**src/rtl/lcd_bus_responder.sv**
```systemverilog
// HD44780-style 8-bit LCD bus responder: decodes writes into an 80-byte DDRAM and answers reads.
// Commits on falling E; read data is combinational, readback one cycle; transfers while busy are dropped (overrun).
module lcd_bus_responder #(
  parameter int BUSY_CYCLES  = 20,
  parameter int CLEAR_CYCLES = 160
) (
  input  logic       clk,
  input  logic       reset,
  input  logic [7:0] data,
  input  logic       lcd_e,
  input  logic       lcd_rw,
  input  logic       lcd_rs,
  output logic [7:0] data_out,
  output logic       data_oe,
  output logic       busy,
  output logic [6:0] ddram_addr,
  output logic       display_on,
  output logic       cursor_on,
  output logic       blink_on,
  output logic       func_8bit,
  output logic       two_line,
  output logic       entry_inc,
  output logic       cmd_valid,
  output logic [8:0] cmd_byte,
  output logic       overrun,
  output logic       addr_err,
  input  logic [6:0] rd_idx,
  output logic [7:0] rd_char
);

  localparam logic [1:0] S_IDLE  = 2'd0;
  localparam logic [1:0] S_EXEC  = 2'd1;
  localparam logic [1:0] S_CLEAR = 2'd2;

  localparam logic [15:0] BUSY_LOAD  = 16'(BUSY_CYCLES - 1);
  localparam logic [15:0] CLEAR_LOAD = 16'(CLEAR_CYCLES - 1);

  logic [1:0]  state;
  logic [15:0] cnt;
  logic [6:0]  fill_idx;
  logic        e_q;
  logic [7:0]  cap_data;
  logic        cap_rw;
  logic        cap_rs;
  logic [7:0]  mem [80];
  logic        commit;
  logic        wr_data_en;

  // Linear DDRAM order: 0x27 steps to 0x40, 0x67 steps to 0x00, and back.
  function automatic logic [6:0] addr_step(input logic [6:0] a, input logic inc);
    logic [6:0] r;
    if (inc) begin
      case (a)
        7'h27:   r = 7'h40;
        7'h67:   r = 7'h00;
        default: r = a + 7'd1;
      endcase
    end else begin
      case (a)
        7'h40:   r = 7'h27;
        7'h00:   r = 7'h67;
        default: r = a - 7'd1;
      endcase
    end
    return r;
  endfunction

  function automatic logic addr_valid(input logic [6:0] a);
    return (a <= 7'h27) || (a >= 7'h40 && a <= 7'h67);
  endfunction

  function automatic logic [6:0] addr_index(input logic [6:0] a);
    return (a < 7'h40) ? a : a - 7'd24;
  endfunction

  assign busy       = (state != S_IDLE);
  assign commit     = e_q && !lcd_e;
  assign wr_data_en = commit && !busy && !cap_rw && cap_rs;

  always_ff @(posedge clk) begin
    if (reset) begin
      state      <= S_CLEAR;
      cnt        <= CLEAR_LOAD;
      fill_idx   <= 7'd0;
      e_q        <= 1'b0;
      cap_data   <= 8'h00;
      cap_rw     <= 1'b0;
      cap_rs     <= 1'b0;
      ddram_addr <= 7'h00;
      display_on <= 1'b0;
      cursor_on  <= 1'b0;
      blink_on   <= 1'b0;
      func_8bit  <= 1'b1;
      two_line   <= 1'b0;
      entry_inc  <= 1'b1;
      cmd_valid  <= 1'b0;
      cmd_byte   <= 9'h000;
      overrun    <= 1'b0;
      addr_err   <= 1'b0;
    end else begin
      e_q       <= lcd_e;
      cmd_valid <= 1'b0;
      overrun   <= 1'b0;
      addr_err  <= 1'b0;
      if (lcd_e) begin
        cap_data <= data;
        cap_rw   <= lcd_rw;
        cap_rs   <= lcd_rs;
      end
      if (state != S_IDLE) begin
        if (cnt == 16'd0) state <= S_IDLE;
        else cnt <= cnt - 16'd1;
      end
      if (state == S_CLEAR && fill_idx < 7'd80) fill_idx <= fill_idx + 7'd1;

      if (commit) begin
        if (busy) begin
          // Status reads are always answered; anything else is lost.
          if (!cap_rw || cap_rs) overrun <= 1'b1;
        end else if (cap_rw) begin
          if (cap_rs) ddram_addr <= addr_step(ddram_addr, entry_inc);
        end else begin
          cmd_valid <= 1'b1;
          cmd_byte  <= {cap_rs, cap_data};
          if (cap_rs) begin
            ddram_addr <= addr_step(ddram_addr, entry_inc);
            state      <= S_EXEC;
            cnt        <= BUSY_LOAD;
          end else begin
            casez (cap_data)
              8'b1???????: begin
                if (addr_valid(cap_data[6:0])) ddram_addr <= cap_data[6:0];
                else addr_err <= 1'b1;
                state <= S_EXEC;
                cnt   <= BUSY_LOAD;
              end
              8'b01??????: begin
                state <= S_EXEC;
                cnt   <= BUSY_LOAD;
              end
              8'b001?????: begin
                func_8bit <= cap_data[4];
                two_line  <= cap_data[3];
                state     <= S_EXEC;
                cnt       <= BUSY_LOAD;
              end
              8'b0001????: begin
                if (!cap_data[3]) ddram_addr <= addr_step(ddram_addr, cap_data[2]);
                state <= S_EXEC;
                cnt   <= BUSY_LOAD;
              end
              8'b00001???: begin
                display_on <= cap_data[2];
                cursor_on  <= cap_data[1];
                blink_on   <= cap_data[0];
                state      <= S_EXEC;
                cnt        <= BUSY_LOAD;
              end
              8'b000001??: begin
                entry_inc <= cap_data[1];
                state     <= S_EXEC;
                cnt       <= BUSY_LOAD;
              end
              8'b0000001?: begin
                ddram_addr <= 7'h00;
                state      <= S_EXEC;
                cnt        <= CLEAR_LOAD;
              end
              8'b00000001: begin
                ddram_addr <= 7'h00;
                entry_inc  <= 1'b1;
                state      <= S_CLEAR;
                cnt        <= CLEAR_LOAD;
                fill_idx   <= 7'd0;
              end
              default: ;
            endcase
          end
        end
      end
    end
  end

  always_ff @(posedge clk) begin
    if (!reset) begin
      if (state == S_CLEAR && fill_idx < 7'd80) mem[fill_idx] <= 8'h20;
      else if (wr_data_en) mem[addr_index(ddram_addr)] <= cap_data;
    end
    rd_char <= (rd_idx < 7'd80) ? mem[rd_idx] : 8'h20;
  end

  always_comb begin
    data_oe  = !reset && lcd_e && lcd_rw;
    data_out = 8'h00;
    if (data_oe) data_out = lcd_rs ? mem[addr_index(ddram_addr)] : {busy, ddram_addr};
  end

endmodule
```
**config.mk**
```make
export PLATFORM = sky130hd
export DESIGN_NAME = lcd_bus_responder
export DESIGN_NICKNAME = d
export VERILOG_FILES = /design/src/rtl/lcd_bus_responder.sv
export SDC_FILE = /design/constraint.sdc
export NUM_CORES = 1
export LEC_CHECK = 0
export CAP_MARGIN = 15
export CORE_UTILIZATION = 44
export DETAILED_ROUTE_END_ITERATION = 16
export GPL_TIMING_DRIVEN = 0
export SYNTH_ARGS = -nofsm -noshare
export SYNTH_HDL_FRONTEND = slang
export SYNTH_SLANG_ARGS = --single-unit
export TNS_END_PERCENT = 1
```
**constraint.sdc**
```tcl
create_clock -name clk -period 6.9 [get_ports clk]
set_clock_uncertainty 0.15 [all_clocks]
set_input_delay 1.38 -clock clk [delete_from_list [all_inputs] [get_ports clk]]
set_output_delay 1.38 -clock clk [all_outputs]
set_load 0.03 [all_outputs]
```
==> out/results.txt, run 1 <==
Outcome: finished clean
Mapped cell area: 0.0340 mm²
Worst reg2reg endpoint: mem[44][7]
CTS Buf Count: 78
H-tree depth: 3
Flops & latches, synth: 709
WP data required: 5370 ps
Row count: 101
Max-cap violations: 0
DRC Markers: 0
Post-DP Area: 0.0361 mm²
Arrival time worst endpoint: 5270 ps
Detail Placement HPWL: 79,200 µm
Drt initial violations: 2,611
Register area share after synthesis: 0.607
Crit share post-route: 0.985
Remaining Overflow, GRT: 0
Kind of critical path: reg -> out
CTS sink count: 709
Main synth FF type: edfxtp_1
Clock Path Buffers: 3
Post-synth EDFFs: 640
Worst Tran Pin Value: 1270 ps
Worst R2R Setup Slack: 1800 ps
Vias/cell: 6.54
Setup Fix Bufs, Post-CTS: 0
Pin count of the biggest net entering global routing: 81
First-pass GRT wire length: 159,000 µm
Critical-path maximum fanout: 10
IO buf count: 58
Max Slew Vio Count: 0
Post-DR wirelength/cell: 34.6 µm
CP Launch Type: flop
First-pass DRT Iterations: 8
RSZ-0062 raised after global routing: no
Reg2reg start: ddram_addr[2]
# setup viols final: 0
TritonCTS clock tree: done
Relative slew slack: 0.148
Critical Path Sink Type: primary output
Synthesis warning total: 0
Final Instance Area: 0.0385 mm²
FF-to-FF path depth: 8
Clock Latency Late Sink: 640 ps
Chip height: 280 µm
Final setup TNS: 0 ps
Yosys cell types: 72
RePlAce Congestion: 0.969
Worst VDD drop: 0.000205 V
Post-synthesis async set-or-reset flop share: 0
Tmin final: 6800 ps
Die boundary width: 280 µm
Hold_sp: cmd_byte[6]
Core area: 0.0762 mm²
Post-Syn Area per Cell: 16.8 µm²
Effective utilization at floorplan: 0.446
Hold path cells: 2
Number of global-route vias before repair: 21,000
Cells after DPL: 3,136
Fmax: 147 MHz
Final hold vios: 0
Pleak: 13.3 nW
Post-Syn Instances: 2,024
Hold endpoint: cmd_byte[6]
Layout net count: 2,215
Antenna violations before repair: 5
P per Cell Area: 235 mW/mm²
Area delta synth->final: 13.5%
Final ANT Viol Nets: 0
Clock slew at reported path FFs: 60 ps
Vias: 21,500
Final Non-Filler Cells: 3,281
Post-Syn Nets: 2,052
GRT Util Overall: 0.293
Cts repair resizes: 0
Total Wirelength: 114,000 µm
WHS: 307 ps
Share of layout cells above drive strength 1: 0.261
Hold Crit Class: reg -> reg
Die ar.: 0.0783 mm²
Clock root cell: clkbuf_16
Hold-fix buffers, CTS: 0
I/O Pins: 63
power breakdown:
group | switching, mW | internal, mW
combinational | 0.249 | 0.138
clock | 1.76 | 2.26
sequential | 0.0108 | 4.63
layout make-up:
class                   instances  area (µm²)
fillers                      6265       37700
well taps                    1030        1290
multi-input cells            1151       12600
diodes                          2        5.00
clock buffers                  92        2040
flip-flops and latches        709       20600
plain buffers                 148         751
clock inverters                50         379
repair buffers                 83         855
inverters                      16        60.1
registers in the layout, indices dropped and copies added, names as in the netlist, 2 cells and up:
name / count
rd_char: 8
mem: 640
cmd_byte: 9
fill_idx: 7
cap_data: 8
state: 2
ddram_addr: 7
cnt: 16
critical path, stage by stage, from the launching register on:
cell and delay (ps):
dfxtp_1 450, buf_2 290, inv_1 170, ha_1 340, mux2i_1 560, clkbuf_1 640
a31o_2 250, o21ai_0 230, a31o_2 320, o21ai_0 560, clkdlybuf4s50_1 810
cells in the mapped netlist (all sizes together) (6+ instances only):
cell type,instances,share of area
a211oi,11,0.0026
a21oi,71,0.011
a221oi,10,0.0026
a22o,12,0.0031
a22oi,22,0.0049
a31o,19,0.0049
a31oi,7,0.0017
and2,16,0.0029
and3,7,0.0013
buf,92,0.016
clkbuf,56,0.0062
dfxtp,69,0.041
edfxtp,640,0.57
ha,8,0.0029
inv,16,0.0018
mux2i,146,0.043
mux4,317,0.21
nand2,111,0.013
nand2b,15,0.0028
nand3,12,0.0018
nand4,9,0.0017
nor2,158,0.018
nor2b,15,0.0028
nor3,18,0.0030
nor4,13,0.0024
o2111ai,6,0.0015
o21ai,41,0.0062
o221ai,8,0.0021
or3,7,0.0013
xnor2,22,0.0057
xor2,8,0.0021
cell usage in the layout, fill, tap and decap left out, types with 40 or more instances in the layout:
master	instances
edfxtp_1	640
mux4_2	317
clkbuf_1	66
nor2_1	157
a21oi_1	70
clkbuf_16	79
nand2_1	105
dfxtp_1	69
mux2i_1	146
clkdlybuf4s50_1	58
buf_2	56
o21ai_0	40
metrics by stage:
step	worst slack (ps)	total power [mW]	util
global placement	-7610	5.10	0.470
floorplan	-588	4.96	-
finish	103	9.06	0.506
CTS	265	9.08	0.506
detailed placement	942	5.11	0.474
global route	141	9.24	0.506
logic make-up (layout without fill, tap and decap cells):
logic type                 after synthesis  in the layout  synth area share
AOI/OAI and AO/OA                      242            242            0.0485
and+or+nand+nor                        405            405            0.0559
buffers and inverters                  164            389            0.0238
DFF                                    709            709             0.607
muxes                                  466            466             0.254
xor gates and xnor gates                30             30           0.00774
adders and majority gates                8              8           0.00295
other                                    0              2                 0
layer usage:
metal	vias to the layer above	global-route usage	part of all wire
met4	6	0.131	0.049
met3	261	0.0696	0.10
li1	8636	-	-
met5	-	0	0.00039
met1	11200	0.397	0.39
met2	1302	0.452	0.46
worst max path at each step:
stage                  start           to  cells past startpoint
3_3_place_gp           reset   mem[54][1]                      4
4_1_cts        ddram_addr[4]  data_out[1]                     10
2_1_floorplan          lcd_e    mem[0][7]                      3
6_report       ddram_addr[4]  data_out[1]                     10
3_5_place_dp           reset  data_out[1]                      6
5_1_grt        ddram_addr[4]  data_out[1]                     10
No activity file was read; power rests on OpenSTA's default activity.
==> run 2: changes to the inputs <==
--- a/config.mk
+++ b/config.mk
@@ -7,6 +7,7 @@
 export LEC_CHECK = 0
 export CAP_MARGIN = 15
 export CORE_UTILIZATION = 44
+export CTS_CLUSTER_DIAMETER = 100
 export DETAILED_ROUTE_END_ITERATION = 16
 export GPL_TIMING_DRIVEN = 0
 export SYNTH_ARGS = -nofsm -noshare
==> out/results.txt, run 2 (synthesis gave the netlist of run 1 again) <==
Outcome: finished clean
Area of the multi-input gates: 0.0126 mm² (unchanged)
Hold-fix buffers, CTS: 0 (unchanged)
Final ANT Viol Nets: 0 (unchanged)
# setup viols final: 0 (unchanged)
Commonest non-fill, non-tap cell in the layout: edfxtp_1
Chip height: 280 µm (unchanged)
Kind of critical path: reg -> out
Met3 Usage GRT: 0.0693 (-0.000334)
CP Launch Type: flop
Pin count of the biggest net entering global routing: 81 (unchanged)
RSZ-0062 raised after global routing: no
First-pass DRT Iterations: 5 (-3)
GR Util met2: 0.453 (+0.000954)
TritonCTS clock tree: done
Die ar.: 0.0783 mm² (unchanged)
Commonest cells after routing, fill and taps aside: 640 x edfxtp_1, 317 x mux4_2, 157 x nor2_1, 146 x mux2i_1, 105 x nand2_1
Worst VDD drop: 0.000206 V (+0.30%)
Clock root cell: clkbuf_16
Fmax: 147 MHz (-0.28%)
End-of-flow core utilization: 0.506 (about the same)
First-pass GRT wire length: 159,000 µm (unchanged)
Layout net count: 2,215 (unchanged)
Vias/cell: 6.55 (+0.21%)
CTS sink count: 709 (unchanged)
Relative slew slack: 0.175 (+0.0272)
Clock slew at reported path FFs: 60 ps (about the same)
Area delta synth->final: 13.5% (about the same)
Die boundary width: 280 µm (unchanged)
M1 GR Usage: 0.398 (about the same)
I/O Pins: 63 (unchanged)
Drt initial violations: 2,603 (-0.31%)
Crit share post-route: 0.988 (+0.00276)
Max reg flops: 640 (unchanged)
IO buf count: 58 (unchanged)
Setup Fix Bufs, Post-CTS: 0 (unchanged)
Tmin final: 6820 ps (+19.0 ps)
Clock Latency Late Sink: 640 ps (about the same)
Filler Cell Count: 6,267 (+0.032%)
Critical Path Sink Type: primary output
Final Non-Filler Cells: 3,280 (-0.030%)
H-tree depth: 3 (unchanged)
Largest regs: mem x640, cnt x16, cmd_byte x9
Total Wirelength: 114,000 µm (about the same)
RePlAce Congestion: 0.969 (unchanged)
Busiest grt layer: met2
Max-cap violations: 0 (unchanged)
Largest Register: mem
Max Slew Vio Count: 0 (unchanged)
Clock Path Buffers: 3 (unchanged)
Remaining Overflow, GRT: 0 (unchanged)
Detail Placement HPWL: 79,200 µm (unchanged)
Worst Tran Pin Value: 1230 ps (-40.6 ps)
Arrival time worst endpoint: 5290 ps (+20 ps)
Cts repair resizes: 0 (unchanged)
Effective utilization at floorplan: 0.446 (unchanged)
Cells after DPL: 3,136 (unchanged)
Row count: 101 (unchanged)
Post-DR wirelength/cell: 34.6 µm (+0.12%)
Core area: 0.0762 mm² (unchanged)
Antenna violations before repair: 5 (unchanged)
Hold Crit Class: reg -> reg
Final hold vios: 0 (unchanged)
Critical-path maximum fanout: 10 (unchanged)
P per Cell Area: 235 mW/mm² (about the same)
Pleak: 13.3 nW (about the same)
DRC Markers: 0 (unchanged)
Number of global-route vias before repair: 21,000 (-0.029%)
GRT Util Overall: 0.294 (about the same)
Share of layout cells above drive strength 1: 0.261 (-0.000445)
Vias: 21,500 (+0.18%)
WP data required: 5370 ps (about the same)
Total area of sequential cells: 0.0206 mm² (unchanged)
CTS Buf Count: 78 (unchanged)
==> run 2: layer usage <==
layer  vias up  routed length [µm]
met5         -                  38
met4         6                5480
met2      1332               52300
met3       264               11700
li1       8638                   -
met1     11300               44000
==> run 2: layout make-up <==
| cell class | count | area share |
|---|---|---|
| Multi-Input combinational cell | 1151 | 0.326 |
| Clock inverter | 50 | 0.00980 |
| Antenna cell | 1 | 0.0000649 |
| Clock buffer | 92 | 0.0528 |
| Sequential cell | 709 | 0.534 |
| Tap cell | 1030 | 0.0334 |
| Inverter | 16 | 0.00156 |
| Buffer | 148 | 0.0195 |
| Timing Repair Buffer | 83 | 0.0222 |
==> run 2: worst paths after layout <==
kind | cells after the start | start | slack (ps) | to
max reg2reg | 8 | ddram_addr[2] | 1770 | mem[44][1]
max | 10 | ddram_addr[4] | 80 | data_out[1]
min | 2 | cmd_byte[6] | 310 | cmd_byte[6]
min reg2reg | 2 | cmd_byte[6] | 310 | cmd_byte[6]
==> run 2: worst max-delay path: stages (launching register included) <==
cell,delay (ps)
dfxtp_1,450
buf_2,290
inv_1,170
ha_1,340
mux2i_1,550
clkbuf_1,630
a31o_2,250
o21ai_0,230
a31o_2,320
o21ai_0,600
clkdlybuf4s50_1,810
==> run 2: report_power, final <==
group / internal, mW / switching, mW / leakage [nW] / total [mW]
combinational: 0.138 / 0.250 / 4.54 / 0.388
clock: 2.26 / 1.76 / 1.18 / 4.02
sequential: 4.63 / 0.0107 / 7.56 / 4.64
==> run 2: through the flow <==
step                      cell area, µm²  setup slack (ps)  hold WS [ps]  setup TNS (ps)  total power, mW
final                              38500              83.8           307               0             9.05
after global routing               38500               141           323               0             9.24
after CTS                          38500               266           310               0             9.08
after detailed placement           36100               942           302               0             5.11
after global placement             35800             -7610           293        -1202630             5.10
after floorplan                    34000              -588           298          -94080             4.96
